--- src/rtl/regfile_pkg.sv ---
// Shared types and defaults for the register-file read path.
// Latency: n/a (declarations only).
// Backpressure: n/a.
package regfile_pkg;

    // Default configuration of the 4x4-bit register file.
    localparam int DEF_WIDTH = 4;
    localparam int DEF_NREGS = 4;
    localparam int DEF_AW    = (DEF_NREGS > 1) ? $clog2(DEF_NREGS) : 1;

    // Occupancy of the fetch buffer: output stage, then skid entry.
    typedef enum logic [1:0] {
        EMPTY = 2'd0,
        ONE   = 2'd1,
        TWO   = 2'd2
    } fetch_state_t;

    // Held operand request in the default configuration. Blocks built with
    // non-default WIDTH/NREGS declare the same layout with their own widths.
    typedef struct packed {
        logic [DEF_AW-1:0]    addr_a;
        logic [DEF_AW-1:0]    addr_b;
        logic [DEF_WIDTH-1:0] data_a;
        logic [DEF_WIDTH-1:0] data_b;
    } rf_entry_t;

    // Register index width; a single-register file still needs one address bit.
    function automatic int addr_width(input int nregs);
        return (nregs > 1) ? $clog2(nregs) : 1;
    endfunction

endpackage

--- src/rtl/regfile_operand_fetch_forward.sv ---
// Per-operand forwarding mux: picks the value a register holds after this edge.
// Latency: purely combinational.
// Backpressure: none; evaluated every cycle.
module operand_forward
    import regfile_pkg::*;
#(
    parameter int WIDTH   = DEF_WIDTH,
    parameter int NREGS   = DEF_NREGS,
    parameter int AW      = addr_width(NREGS),
    parameter int LANES   = 1,
    // 1: capture a fresh read from rf_flat; 0: refresh an already-held value.
    parameter bit CAPTURE = 1'b0
) (
    input  logic [LANES-1:0][AW-1:0]    addr,
    input  logic [NREGS*WIDTH-1:0]      rf_flat,
    input  logic [NREGS-1:0]            wr_en,
    input  logic [WIDTH-1:0]            wr_data,
    input  logic [LANES-1:0][WIDTH-1:0] cur_data,
    output logic [LANES-1:0][WIDTH-1:0] next_data
);

    logic [LANES-1:0][WIDTH-1:0] rd_word;
    logic [LANES-1:0]            wr_hit;

    // Decode each lane's register: its current contents and whether this edge writes it.
    always_comb begin
        rd_word = '0;
        wr_hit  = '0;
        for (int l = 0; l < LANES; l++) begin
            for (int i = 0; i < NREGS; i++) begin
                if (addr[l] == AW'(i)) begin
                    rd_word[l] = rf_flat[i*WIDTH +: WIDTH];
                    wr_hit[l]  = wr_en[i];
                end
            end
        end
    end

    // A same-edge write always wins; otherwise read the file or keep the held value.
    always_comb begin
        next_data = '0;
        for (int l = 0; l < LANES; l++) begin
            if (wr_hit[l]) begin
                next_data[l] = wr_data;
            end else if (CAPTURE) begin
                next_data[l] = rd_word[l];
            end else begin
                next_data[l] = cur_data[l];
            end
        end
    end

endmodule

--- src/rtl/regfile_operand_fetch.sv ---
// Operand fetch: reads two source registers per request, forwards same-edge writes.
// Latency: response valid the cycle after acceptance; one request per cycle sustained.
// Backpressure: two-entry buffer (output stage + skid); req_ready drops once the skid fills.
module regfile_operand_fetch
    import regfile_pkg::*;
#(
    parameter  int WIDTH = DEF_WIDTH,
    parameter  int NREGS = DEF_NREGS,
    localparam int AW    = addr_width(NREGS)
) (
    input  logic                   clk,
    input  logic                   reset,
    input  logic [NREGS*WIDTH-1:0] rf_flat,
    input  logic [NREGS-1:0]       wr_en,
    input  logic [WIDTH-1:0]       wr_data,
    input  logic                   req_valid,
    output logic                   req_ready,
    input  logic [AW-1:0]          req_a,
    input  logic [AW-1:0]          req_b,
    output logic                   op_valid,
    input  logic                   op_ready,
    output logic [WIDTH-1:0]       op_a,
    output logic [WIDTH-1:0]       op_b
);

    typedef struct packed {
        logic [AW-1:0]    addr_a;
        logic [AW-1:0]    addr_b;
        logic [WIDTH-1:0] data_a;
        logic [WIDTH-1:0] data_b;
    } entry_t;

    fetch_state_t state;
    entry_t       out_q;
    entry_t       skid_q;
    logic         op_valid_q;

    logic accept;
    logic deliver;

    logic [WIDTH-1:0]      cap_a;
    logic [WIDTH-1:0]      cap_b;
    logic [1:0][WIDTH-1:0] out_ref;
    logic [1:0][WIDTH-1:0] skid_ref;

    entry_t new_entry;
    entry_t out_held;
    entry_t skid_held;

    assign req_ready = !reset && (state != TWO);
    // Reset discards held entries immediately, so nothing can be delivered under reset.
    assign op_valid  = op_valid_q && !reset;
    assign accept    = req_valid && req_ready;
    assign deliver   = op_valid && op_ready;

    assign op_a = out_q.data_a;
    assign op_b = out_q.data_b;

    operand_forward #(
        .WIDTH(WIDTH), .NREGS(NREGS), .AW(AW), .LANES(1), .CAPTURE(1'b1)
    ) u_capture_a (
        .addr      (req_a),
        .rf_flat   (rf_flat),
        .wr_en     (wr_en),
        .wr_data   (wr_data),
        .cur_data  ('0),
        .next_data (cap_a)
    );

    operand_forward #(
        .WIDTH(WIDTH), .NREGS(NREGS), .AW(AW), .LANES(1), .CAPTURE(1'b1)
    ) u_capture_b (
        .addr      (req_b),
        .rf_flat   (rf_flat),
        .wr_en     (wr_en),
        .wr_data   (wr_data),
        .cur_data  ('0),
        .next_data (cap_b)
    );

    operand_forward #(
        .WIDTH(WIDTH), .NREGS(NREGS), .AW(AW), .LANES(2), .CAPTURE(1'b0)
    ) u_refresh_main (
        .addr      ({out_q.addr_a, out_q.addr_b}),
        .rf_flat   (rf_flat),
        .wr_en     (wr_en),
        .wr_data   (wr_data),
        .cur_data  ({out_q.data_a, out_q.data_b}),
        .next_data (out_ref)
    );

    operand_forward #(
        .WIDTH(WIDTH), .NREGS(NREGS), .AW(AW), .LANES(2), .CAPTURE(1'b0)
    ) u_refresh_skid (
        .addr      ({skid_q.addr_a, skid_q.addr_b}),
        .rf_flat   (rf_flat),
        .wr_en     (wr_en),
        .wr_data   (wr_data),
        .cur_data  ({skid_q.data_a, skid_q.data_b}),
        .next_data (skid_ref)
    );

    // Assemble the freshly captured request and the refreshed copies of both held entries.
    always_comb begin
        new_entry        = '0;
        new_entry.addr_a = req_a;
        new_entry.addr_b = req_b;
        new_entry.data_a = cap_a;
        new_entry.data_b = cap_b;

        out_held         = out_q;
        out_held.data_a  = out_ref[1];
        out_held.data_b  = out_ref[0];

        skid_held        = skid_q;
        skid_held.data_a = skid_ref[1];
        skid_held.data_b = skid_ref[0];
    end

    // Occupancy FSM: loads, refreshes and shifts the two entries; op_valid registered alongside.
    always_ff @(posedge clk) begin
        if (reset) begin
            state      <= EMPTY;
            out_q      <= '0;
            skid_q     <= '0;
            op_valid_q <= 1'b0;
        end else begin
            case (state)
                EMPTY: begin
                    if (accept) begin
                        out_q      <= new_entry;
                        state      <= ONE;
                        op_valid_q <= 1'b1;
                    end
                end
                ONE: begin
                    if (accept && deliver) begin
                        out_q <= new_entry;
                    end else if (accept) begin
                        out_q  <= out_held;
                        skid_q <= new_entry;
                        state  <= TWO;
                    end else if (deliver) begin
                        state      <= EMPTY;
                        op_valid_q <= 1'b0;
                    end else begin
                        out_q <= out_held;
                    end
                end
                TWO: begin
                    if (deliver) begin
                        // The skid entry must see this edge's writes as it moves up.
                        out_q <= skid_held;
                        state <= ONE;
                    end else begin
                        out_q  <= out_held;
                        skid_q <= skid_held;
                    end
                end
                default: begin
                    state      <= EMPTY;
                    op_valid_q <= 1'b0;
                end
            endcase
        end
    end

endmodule
--- config.mk ---
export PLATFORM = sky130hd
export DESIGN_NAME = regfile_operand_fetch
export DESIGN_NICKNAME = d
export VERILOG_FILES = /design/src/rtl/regfile_pkg.sv /design/src/rtl/regfile_operand_fetch_forward.sv /design/src/rtl/regfile_operand_fetch.sv
export SDC_FILE = /design/constraint.sdc
export NUM_CORES = 1
export LEC_CHECK = 0
export ABC_CLOCK_PERIOD_IN_PS = 4150
export CORE_MARGIN = 3
export CORE_UTILIZATION = 57
export DETAILED_ROUTE_END_ITERATION = 8
export HOLD_SLACK_MARGIN = 0.15
export PLACE_DENSITY = 0.86
export SYNTH_ARGS = -nofsm -noshare
export SYNTH_HDL_FRONTEND = slang
export SYNTH_HIERARCHICAL = 1
export SYNTH_SLANG_ARGS = --single-unit
--- constraint.sdc ---
create_clock -name clk -period 4.15 [get_ports clk]
set_input_delay 0.83 -clock clk [delete_from_list [all_inputs] [get_ports clk]]
set_output_delay 0.83 -clock clk [all_outputs]
set_load 0.005 [all_outputs]
After elaboration in Yosys (flattened, before gate mapping)
Index checks and enable logic that the tools add are counted.
{ "totals": {"ff_bits": 27, "in_bits": 32, "out_inout_bits": 10, "wordCells": 122} }
{ "op_classes": {"n_eq_ne": 31, "muxes": 58, "n_bitwise": 2, "n_reduce_logical": 21} }
{ "ops": {"columns": ["cell", "count"], "rows": [
  ["$mux W4", 14],
  ["$mux W12", 4],
  ["$pmux W12 S3", 1],
  ["$mux W1", 28],
  ["$eq A2 B2 Y1 const B", 13],
  ["$mux W8", 3],
  ["$pmux W12 S2", 1],
  ["$ne A2 B2 Y1 const B", 9],
  ["$reduce_and A4 Y1", 4],
  ["$eq A2 B1 Y1 const B", 7],
  ["$logic_not A2 Y1", 7],
  ["$mux W2", 5],
  ["$pmux W2 S3", 1],
  ["$logic_and A1 B1 Y1", 5],
  ["$reduce_and A5 Y1", 1],
  ["$ne A4 B4 Y1 const B", 1],
  ["$ne A3 B3 Y1 const B", 1],
  ["$pmux W1 S3", 1],
  ["$reduce_and A3 Y1", 1],
  ["$reduce_bool A3 Y1", 1],
  ["$not A1 Y1", 2],
  ["$reduce_bool A2 Y1", 1],
  ["$logic_not A1 Y1", 1]
]} }

Depth between registers and ports, before layout
Gate-level depths: netlist of the first run.
{ "logic_depth": {"depth_word": 10, "ltp_mapped": 8, "depth_no_buf": 6} }

By module
Netlist of the first run, hierarchy kept.
{ "by_module_without_submodules": {"columns": ["mod", "n_inst", "cells_each", "area_each_um2", "seq_area_each_um2"], "rows": [
  ["regfile_operand_fetch", 1, 188, 1685.4, 540.5],
  ["operand_forward at u_capture_a ...", 2, 10, 183.9, 0.0],
  ["operand_forward at u_refresh_main ...", 2, 10, 135.1, 0.0]
]} }

Worst setup path after synthesis of the first run
No wires, ideal clock.
{ "synth_timing": {"kind": "input -> output", "start": "input reset", "end": "output req_ready", "arrival_time_ns": 1.622, "t_required_ns": 3.320, "path_slack_ns": 1.698, "cell_stages": 3, "n_path_buf": 2, "path_cell_list": "buf_1 > clkbuf_1 > nor2_1"} }
{ "synth_via": {"elab_chain_len": 2} }
{ "synth_rtl": {"columns": ["item", "line", "source"], "rows": [
  ["from (decl)", "regfile_operand_fetch.sv:12", "input logic reset,"],
  ["$logic_not A1 Y1", "regfile_operand_fetch.sv:50", "assign req_ready = !reset && (state != TWO);"],
  ["$logic_and A1 B1 Y1", "regfile_operand_fetch.sv:50", null],
  ["to (decl)", "regfile_operand_fetch.sv:17", "output logic req_ready,"]
]} }
Every way passes these cells.

Final worst setup path of the first run
Ends and elaborated chain as after synthesis.

==> summary.md, run 1 <==
| Metric | Value |
|---|---|
| Outcome | `finished clean` |
| Wirelength, routed | `around 5.9 mm` |
| Final Setup Violations | `0` |
| Vias/cell | `6.69` |
| Cell family with most CP delay | `buffers and inverters` |
| Cell-by-cell trace of the critical path | `clkdlybuf4s50_1 > buf_4 > buf_4 > nor2_1 > clkdlybuf4s50_1` |
| Non-Filler Instances | `between 300 and 400` |
| Total gr overflow | `0` |
| Data required time of the critical path | `approximately 3.3 ns` |
| Hold WC Path Type | `reg -> reg` |
| Cell area after synthesis | `~2300 um2` |
| Global-route wire length before repair | `about 9.6 mm` |
| Grt peak-use layer | `met2` |
| Root Driver | `clkbuf_8` |
| Crit path largest cell delay | `0.45 ns` |
| Static Leak | `0.919 nW` |
| Die X | `~70 um` |
| Max IR drop VDD | `458 uV` |
| Placed cells | `between 300 and 400` |
| Total power | `roughly 1.4 mW` |
| Clk slew on worst S/H paths | `about 0.1 ns` |
| GPL Wtd Cong | `between 0.8 and 0.9` |
| Slew Viols, Final | `0` |
| Drt pass-1 iters | `4` |
| RR Startpoint | `state[0]$_SDFFE_PP0P_` |
| Crit-path max FO | `20` |
| # nets final | `between 200 and 300` |
| Num CTS Buffers | `3` |
| Input/output buffers | `between 40 and 50` |
| Synth warn | `6` |
| Net Count, Synth | `264` |
| Dpl hpwl | `around 4.4 mm` |
| Slowest CP cell | `clkdlybuf4s50_1` |
| Clock Power Share | `roughly 11%` |
| Core Box Area | `around 3800 um2` |
| Clk_skew | `0.00305 ns` |
| Die H | `~70 um` |
| Post-route ant nets | `0` |
| Max_slew headroom | `between 40% and 50%` |
| Syn-to-layout area delta | `18.5%` |
| Final TNS setup | `0 ns` |
| RR Endpoint | `op_b[3]$_SDFFE_PP0P_` |
| Initial Util | `roughly three fifths` |
| Remaining DRCs | `0` |
| Critical Path Source | `reset` |
| Post-CTS sizing | `0` |
| Syn_area_per_cell | `just over 10 um2` |
| Worst path buffer plus inverter count | `4` |
| Share of cells above drive strength 1 | `11.7%` |
| R2r setup slk | `between 1.5 and 2 ns` |
| Worst r2r path cells | `6` |
| WP data arrival | `about 2.4 ns` |
| Setup Fix Bufs, Post-CTS | `0` |
| CTS tree | `built` |
| Worst setup SP type | `input pin` |
| Min cycle time layout | `about 3.2 ns` |
| Clock tree buffer depth | `2` |
| M3 GR Usage | `~3.9%` |
| Vias | `~2000` |
| Hold Slack | `roughly 0.5 ns` |
| Worst Setup End Kind | `output port` |
| WS Path Type | `in -> out` |
| Critical path capture point | `req_ready` |
| Hold-fix buffers, CTS | `0` |
| Cell count along the critical path | `5` |
| Final Hold Fails | `0` |
| Final Util | `slightly above 70%` |
| Pin count of the biggest net entering global routing | `39` |
| Row count | `22` |
| Max_cap viols | `0` |
| Starting DRT DRC Count | `between 100 and 150` |
| Fmax | `around 310 MHz` |
| RSZ-0062 raised after global routing | `no` |
| Initial antenna violation count | `0` |
| # IOs | `between 40 and 50` |
| Worst-Margin Slew | `between 0.8 and 0.9 ns` |
| Seq pwr share | `between 20% and 30%` |
| Worst skew pair latency | `around 0.28 ns` |
| Drt wl/cell | `~19 um` |
| Mapped Cells | `roughly 230` |
| All-Layer GR Usage | `approximately a quarter` |
| CTS sink count | `27` |
| Internal Pwr Total | `0.816 mW` |
| Sw Pwr | `around 0.61 mW` |
| Met2 Usage GRT | `a little over two fifths` |
| H-tree levels | `1` |
| Met1 Use GR | `between 20% and 30%` |
| Switching share of power | `42.6%` |
| Fin crit share | `76.6%` |
| Ant diodes | `0` |
| Pwr dens | `~520 nW/um2` |
| Die footprint | `about 4900 um2` |
| Number of global-route vias before repair | `roughly 1900` |
| Gate power share | `about three fifths` |
## tightest hold or removal path, stage by stage, from the launching register on
cell and delay [ns]:
dfxtp_1 0.32, nor2_1 0.09, a211oi_1 0.05
## cells in the final DEF, fill, tap and decap left out, types with 2 or more instances in the layout
master / count
mux2_1: 24
mux2i_1: 9
nand2_1: 13
nand3_1: 16
nand2b_1: 2
a211oi_2: 4
ha_1: 5
o21ai_1: 2
inv_1: 3
a21oi_1: 16
a22oi_1: 4
dfxtp_1: 27
a211oi_1: 9
mux4_2: 6
buf_4: 4
a31o_1: 7
nor2_1: 12
nand3b_1: 6
clkdlybuf4s50_1: 41
clkbuf_8: 3
a21oi_2: 2
mux4_1: 8
o211ai_1: 7
a311oi_2: 8
## metal layers
metal,share of wire (%),vias to the layer above
met5,0,-
met4,3.7,0
met3,5.3,20
met2,50,81
met1,41,974
li1,-,965
## how the worst min path moves through the flow
stage | startpoint | endpoint | slack, ns | depth (start not counted)
final | skid_q[0]$_SDFFE_PP0P_ | skid_q[0]$_SDFFE_PP0P_ | 0.50 | 2
after CTS | skid_held[9]$_SDFFE_PP0P_ | skid_held[9]$_SDFFE_PP0P_ | 0.50 | 2
after detailed placement | skid_held[9]$_SDFFE_PP0P_ | skid_held[9]$_SDFFE_PP0P_ | 0.49 | 2
after floorplan | skid_held[11]$_SDFFE_PP0P_ | skid_held[11]$_SDFFE_PP0P_ | 0.45 | 2
after global routing | skid_q[4]$_SDFFE_PP0P_ | skid_q[4]$_SDFFE_PP0P_ | 0.53 | 2
after global placement | skid_held[9]$_SDFFE_PP0P_ | skid_held[9]$_SDFFE_PP0P_ | 0.48 | 2
## per-stage QoR
step	setup slack [ns]	instance area (um2)
6_report	0.971	2750
5_1_grt	0.894	2750
4_1_cts	0.969	2750
3_5_place_dp	0.923	2700
3_3_place_gp	0.971	2700
2_1_floorplan	1.70	2320
## power by group through the flow
| stage | logic [mW] | clock network, mW | registers, mW |
|---|---|---|---|
| 2_1_floorplan | 0.629 | 0 | 0.408 |
| 3_3_place_gp | 0.820 | 0 | 0.421 |
| 3_5_place_dp | 0.839 | 0 | 0.420 |
| 4_1_cts | 0.844 | 0.160 | 0.414 |
| 5_1_grt | 0.918 | 0.168 | 0.427 |
| 6_report | 0.849 | 0.158 | 0.416 |
## cell type report
type	count	area, um2
Timing Repair Buffer	45	440
Fill cell	304	1050
Multi-Input combinational cell	178	1650
Clock buffer	4	45.0
Tap cell	48	60.1
Inverter	3	11.3
Sequential cell	27	541
## sequential cells by signal, indices dropped and copies added (netlist names)
register and flops:
op_a 4, skid_q 8, op_valid_q 1, out_held 4
state 2, skid_held 4, op_b 4
Power figures use the tool's default switching activity.
==> run 2, diff against run 1 <==
--- a/config.mk
+++ b/config.mk
@@ -5,12 +5,12 @@
 export SDC_FILE = /design/constraint.sdc
 export NUM_CORES = 1
 export LEC_CHECK = 0
-export ABC_CLOCK_PERIOD_IN_PS = 4150
+export ABC_CLOCK_PERIOD_IN_PS = 2800
 export CORE_MARGIN = 3
-export CORE_UTILIZATION = 57
+export CORE_UTILIZATION = 48
 export DETAILED_ROUTE_END_ITERATION = 8
 export HOLD_SLACK_MARGIN = 0.15
-export PLACE_DENSITY = 0.86
+export PLACE_DENSITY = 0.77
 export SYNTH_ARGS = -nofsm -noshare
 export SYNTH_HDL_FRONTEND = slang
 export SYNTH_HIERARCHICAL = 1
==> constraint.sdc (replaced) <==
create_clock -name clk -period 2.8 [get_ports clk]
set_input_delay 0.56 -clock clk [delete_from_list [all_inputs] [get_ports clk]]
set_output_delay 0.56 -clock clk [all_outputs]
set_load 0.005 [all_outputs]
==> summary.md, run 2 (synthesis gave the netlist of run 1 again) <==
| Metric | Value |
|---|---|
| Critical Path Source | `reset` |
| Num CTS Buffers | `3` |
| Clk_skew | `about 0.013 ns` |
| Internal Pwr Total | `between 1 and 1.5 mW` |
| CTS sink count | `27` |
| Post-CTS sizing | `0` |
| R2r setup slk | `around 0.6 ns` |
| Setup Fix Bufs, Post-CTS | `0` |
| Worst Setup End Kind | `output port` |
| Initial Util | `between 50% and 60%` |
| Ant diodes | `0` |
| CTS tree | `built` |
| WS Path Type | `in -> out` |
| Largest register FFs | `8` |
| Worst skew pair latency | `0.29 ns` |
| Fmax | `between 400 and 500 MHz` |
| Worst setup SP type | `input pin` |
| Clock tree buffer depth | `2` |
| Post-route ant nets | `0` |
| Outcome | `finished clean` |
| Starting DRT DRC Count | `86` |
| # nets final | `around 300` |
| Die footprint | `between 5000 and 6000 um2` |
| Max IR drop VDD | `roughly 530 uV` |
| Root Driver | `clkbuf_8` |
| Hold depth | `2` |
| Drt wl/cell | `18.9 um` |
| Final TNS setup | `0 ns` |
| Worst min-delay path endpoint | `skid_q[1]$_SDFFE_PP0P_` |
| Syn-to-layout area delta | `21.4%` |
| Core Box Area | `approximately 4500 um2` |
| Vias | `between 2000 and 2500` |
| Slew Viols, Final | `0` |
| Worst-Margin Slew | `~0.54 ns` |
| H-tree levels | `1` |
| Pwr dens | `770 nW/um2` |
| WP data arrival | `approximately 1.9 ns` |
| Hold-fix buffers, CTS | `0` |
| Commonest non-fill, non-tap cell in the layout | `clkdlybuf4s50_1` |
| Remaining DRCs | `0` |
| Dpl hpwl | `between 4 and 5 mm` |
| Clock Power Share | `roughly 11%` |
| Most frequent cells in the layout | `clkdlybuf4s50_1 (41), dfxtp_1 (27), mux2_1 (24), a21oi_1 (16), nand3_1 (16)` |
| Seq pwr share | `between 20% and 30%` |
| Total power | `roughly 2.2 mW` |
| Vias/cell | `around 6.5` |
| Die X | `~76 um` |
| Worst r2r path cells | `6` |
| Crit-path max FO | `33` |
| Max_cap viols | `0` |
| GPL Wtd Cong | `roughly 0.86` |
| Number of global-route vias before repair | `2021` |
| Min cycle time layout | `2.48 ns` |
| Gate power share | `between 60% and 70%` |
| Hold WC Path Type | `reg -> reg` |
| Largest Register | `skid_q` |
| Global-route wire length before repair | `9.83 mm` |
| RR Startpoint | `state[0]$_SDFFE_PP0P_` |
| HP Start | `skid_q[1]$_SDFFE_PP0P_` |
| RR Endpoint | `out_held[9]$_SDFFE_PP0P_` |
| Clk slew on worst S/H paths | `about 0.11 ns` |
| Final Setup Violations | `0` |
| Pin count of the biggest net entering global routing | `38` |
| Data required time of the critical path | `between 2 and 2.5 ns` |
| Wirelength, routed | `~5.9 mm` |
| Switching share of power | `around 42%` |
| Static Leak | `about 0.95 nW` |
| Total gr overflow | `0` |
| Die H | `between 70 and 80 um` |
| Input/output buffers | `41` |
| RSZ-0062 raised after global routing | `no` |
| # IOs | `42` |
| Initial antenna violation count | `0` |
| Share of cells above drive strength 1 | `around 14%` |
| All-Layer GR Usage | `22.4%` |
| Max_slew headroom | `around 64%` |
| Final Hold Fails | `0` |
| Row count | `24` |
| Fin crit share | `88.6%` |
| Drt pass-1 iters | `4` |
| Sw Pwr | `approximately 0.92 mW` |
==> run 2: cell count changes in the layout (fill, tap and decap cells not counted), sizes merged <==
cell / change
buf: +6
clkinvlp: +1
clkbuf: -1
==> run 2: how the worst max path moves through the flow <==
stage	endpoint	slack, ns	cells past startpoint
finish	req_ready	0.32	4
global route	req_ready	0.28	4
floorplan	op_a[0]$_SDFFE_PP0P_	0.81	5
detailed placement	op_a[0]$_SDFFE_PP0P_	0.16	6
CTS	req_ready	0.31	4
global placement	op_a[0]$_SDFFE_PP0P_	0.19	6
==> run 2: final cells by class <==
class,count,area (um2)
fill,400,1690
multi-input combinational,178,1650
sequential,27,541
timing repair buffer,51,498
tap,52,65.1
clock buffer,3,41.3
inverter,3,11.3
clock inverter,1,7.51
==> run 2: power groups by stage <==
stage / Sequential [mW] / Combinational, mW / Clock, mW
finish: 0.611 / 1.32 / 0.241
global route: 0.632 / 1.44 / 0.262
CTS: 0.613 / 1.31 / 0.246
detailed placement: 0.623 / 1.30 / 0
global placement: 0.617 / 1.28 / 0
floorplan: 0.605 / 0.932 / 0
==> run 2: stage by stage <==
stage	utilization [%]	setup slack [ns]	instance area [um2]	std cells	hold slack [ns]
5_1_grt	62.5	0.278	2820	315	0.531
6_report	62.5	0.319	2820	315	0.500
3_5_place_dp	61.4	0.159	2770	311	0.491
4_1_cts	62.5	0.312	2820	315	0.505
3_3_place_gp	61.4	0.194	2770	311	0.477
2_1_floorplan	-	0.812	2320	227	0.450
==> run 2: metal layers <==
metal	routed length [um]	part of all wire, %	global-route usage, %
met4	128	2.2	5.83
met2	3020	51	40.2
met1	2500	42	28.3
met5	0	0	0
met3	290	4.9	2.90
==> run 2: worst max-delay path: stages <==
cell and delay (ns):
clkdlybuf4s50_1 0.45, buf_12 0.20, nor2_1 0.14, clkdlybuf4s50_1 0.55
==> run 3, diff against run 2 <==
--- a/config.mk
+++ b/config.mk
@@ -5,12 +5,14 @@
 export SDC_FILE = /design/constraint.sdc
 export NUM_CORES = 1
 export LEC_CHECK = 0
-export ABC_CLOCK_PERIOD_IN_PS = 2800
+export ABC_CLOCK_PERIOD_IN_PS = 2700
+export CELL_PAD_IN_SITES_DETAIL_PLACEMENT = 2
+export CELL_PAD_IN_SITES_GLOBAL_PLACEMENT = 2
 export CORE_MARGIN = 3
-export CORE_UTILIZATION = 48
+export CORE_UTILIZATION = 33
 export DETAILED_ROUTE_END_ITERATION = 8
 export HOLD_SLACK_MARGIN = 0.15
-export PLACE_DENSITY = 0.77
+export PLACE_DENSITY_LB_ADDON = 0.1
 export SYNTH_ARGS = -nofsm -noshare
 export SYNTH_HDL_FRONTEND = slang
 export SYNTH_HIERARCHICAL = 1
==> constraint.sdc (replaced) <==
create_clock -name clk -period 2.7 [get_ports clk]
set_input_delay 0.54 -clock clk [delete_from_list [all_inputs] [get_ports clk]]
set_output_delay 0.54 -clock clk [all_outputs]
set_load 0.005 [all_outputs]
==> summary.md, run 3 (synthesis gave the netlist of run 1 again) <==
| Metric | Value |
|---|---|
| Die H | `89.8 um` |
| Vias/cell | `5.72` |
| Critical Path Source | `reset` |
| Share of cells above drive strength 1 | `between 10% and 20%` |
| Drt pass-1 iters | `4` |
| R2r setup slk | `a little under 0.5 ns` |
| Sw Pwr | `1.03 mW` |
| Worst skew pair latency | `0.29 ns` |
| Final TNS setup | `0 ns` |
| Initial Util | `35.3%` |
| Max_cap viols | `0` |
| Register area | `around 540 um2` |
| Hold WC Path Type | `reg -> reg` |
| Slowest CP cell | `clkdlybuf4s50_1` |
| Gate power share | `61.8%` |
| Initial antenna violation count | `0` |
| Seq pwr share | `between 20% and 30%` |
| Die footprint | `just over 8000 um2` |
| Max IR drop VDD | `359 uV` |
| Top cell by count, worst path | `clkdlybuf4s50_1` |
| Hold-fix buffers, CTS | `0` |
| Commonest non-fill, non-tap cell in the layout | `clkdlybuf4s50_1` |
| Vias | `slightly above 2000` |
| Core Box Area | `about 6600 um2` |
| Slew Viols, Final | `0` |
| All-Layer GR Usage | `about 20%` |
| Worst-Margin Slew | `0.592 ns` |
| Root Driver | `clkbuf_8` |
| Number of global-route vias before repair | `approximately 2300` |
| RSZ-0062 raised after global routing | `no` |
| Placed cells | `357` |
| Critical path capture point | `req_ready` |
| WP data arrival | `~1.9 ns` |
| Cell family with most CP delay | `buffers and inverters` |
| # IOs | `42` |
| Ant diodes | `0` |
| Largest register FFs | `8` |
| Largest Register | `skid_q` |
| Die X | `between 80 and 90 um` |
| Syn-to-layout area delta | `25.6%` |
| Fin crit share | `between 90% and 100%` |
| Worst path buffer plus inverter count | `3` |
| Global-route wire length before repair | `roughly 13 mm` |
| Metal3 WL | `~120 um` |
| Crit-path max FO | `33` |
| Static Leak | `0.981 nW` |
| RR Startpoint | `state[0]$_SDFFE_PP0P_` |
| Final Setup Violations | `0` |
| Total gr overflow | `0` |
| Pin count of the biggest net entering global routing | `38` |
| Non-Filler Instances | `361` |
| Pwr dens | `810 nW/um2` |
| Cell-by-cell trace of the critical path | `clkdlybuf4s50_1 > buf_12 > nor2_1 > clkdlybuf4s50_1` |
| Min cycle time layout | `roughly 2.5 ns` |
| Num CTS Buffers | `3` |
| Clk slew on worst S/H paths | `about 0.11 ns` |
| Dpl hpwl | `just under 6 mm` |
| RR Endpoint | `out_held[8]$_SDFFE_PP0P_` |
| # nets final | `306` |
| Multi-input gate area | `1650 um2` |
| Data required time of the critical path | `approximately 2.2 ns` |
| Crit path largest cell delay | `between 0.5 and 0.6 ns` |
| Starting DRT DRC Count | `70` |
| Setup Fix Bufs, Post-CTS | `0` |
| Final Util | `between 40% and 50%` |
| Final Hold Fails | `0` |
| Wirelength, routed | `between 7 and 8 mm` |
| Clk_skew | `0.00395 ns` |
| H-tree levels | `1` |
| Drt wl/cell | `~21 um` |
| CTS sink count | `27` |
| Worst r2r path cells | `7` |
| Wl on met1 | `approximately 3.3 mm` |
| Post-CTS sizing | `0` |
| Outcome | `finished clean` |
| Fmax | `406 MHz` |
| Clock tree buffer depth | `2` |
| Worst Setup End Kind | `output port` |
| Worst setup SP type | `input pin` |
| CTS tree | `built` |
| Input/output buffers | `slightly above 40` |
| Row count | `29` |
| Most frequent cells in the layout | `clkdlybuf4s50_1 (41), dfxtp_1 (27), mux2_1 (24), a21oi_1 (16), nand3_1 (16)` |
| GPL Wtd Cong | `0.723` |
| Post-route ant nets | `0` |
| Highest metal used | `met4` |
| Max_slew headroom | `a little over 60%` |
| HP Start | `skid_held[11]$_SDFFE_PP0P_` |
| Internal Pwr Total | `1.33 mW` |
| Clock Power Share | `a little over a tenth` |
| WS Path Type | `in -> out` |
| Remaining DRCs | `0` |
| Filler cells | `roughly 720` |
| Metal2 WL | `~4.2 mm` |
| Cell count along the critical path | `4` |
| Switching share of power | `a little over two fifths` |
run 3: cell types whose count changed in the layout (fill, tap and decap cells not counted), sizes merged:
| cell | previous run | this run |
|---|---|---|
| buf | 10 | 15 |
| clkbuf | 3 | 4 |
| clkinvlp | 1 | 0 |
run 3: per-stage QoR:
step / hold WS, ns / area (um2) / worst slack, ns / total power, mW
floorplan: 0.450 / 2320 / 0.732 / 1.59
global route: 0.514 / 2910 / 0.150 / 2.54
CTS: 0.499 / 2910 / 0.184 / 2.39
finish: 0.496 / 2910 / 0.238 / 2.36
detailed placement: 0.483 / 2870 / 0.0198 / 2.13
global placement: 0.474 / 2870 / 0.0832 / 2.07
run 3: worst min-delay path by stage:
stage / to / depth (start not counted)
finish: skid_held[11]$_SDFFE_PP0P_ / 2
floorplan: skid_held[11]$_SDFFE_PP0P_ / 2
global route: skid_held[11]$_SDFFE_PP0P_ / 2
global placement: skid_held[9]$_SDFFE_PP0P_ / 2
detailed placement: skid_held[11]$_SDFFE_PP0P_ / 2
CTS: skid_held[11]$_SDFFE_PP0P_ / 2
run 3: power groups by stage:
stage               clock, mW  sequential, mW  combinational [mW]
floorplan                   0           0.627               0.967
global placement            0           0.649                1.43
detailed placement          0           0.654                1.47
CTS                     0.267           0.647                1.48
global route            0.279           0.664                1.60
finish                  0.257           0.644                1.46
run 3: tightest hold or removal path, stage by stage, from the launching register on:
cell	delay (ns)
dfxtp_1	0.35
nand2_1	0.06
a21oi_1	0.05
run 3: metal layers:
layer,track usage [%],vias up
li1,-,987
met5,0,-
met3,2.34,7
met2,37.8,15
met4,4.73,0
met1,22.9,1057
run 3: final cells by class:
cell class | count | area share, %
multi-input cells | 178 | 56.7
repair buffers | 56 | 18.8
flip-flops and latches | 27 | 18.6
well taps | 93 | 3.99
clock buffers | 4 | 1.55
inverters | 3 | 0.387
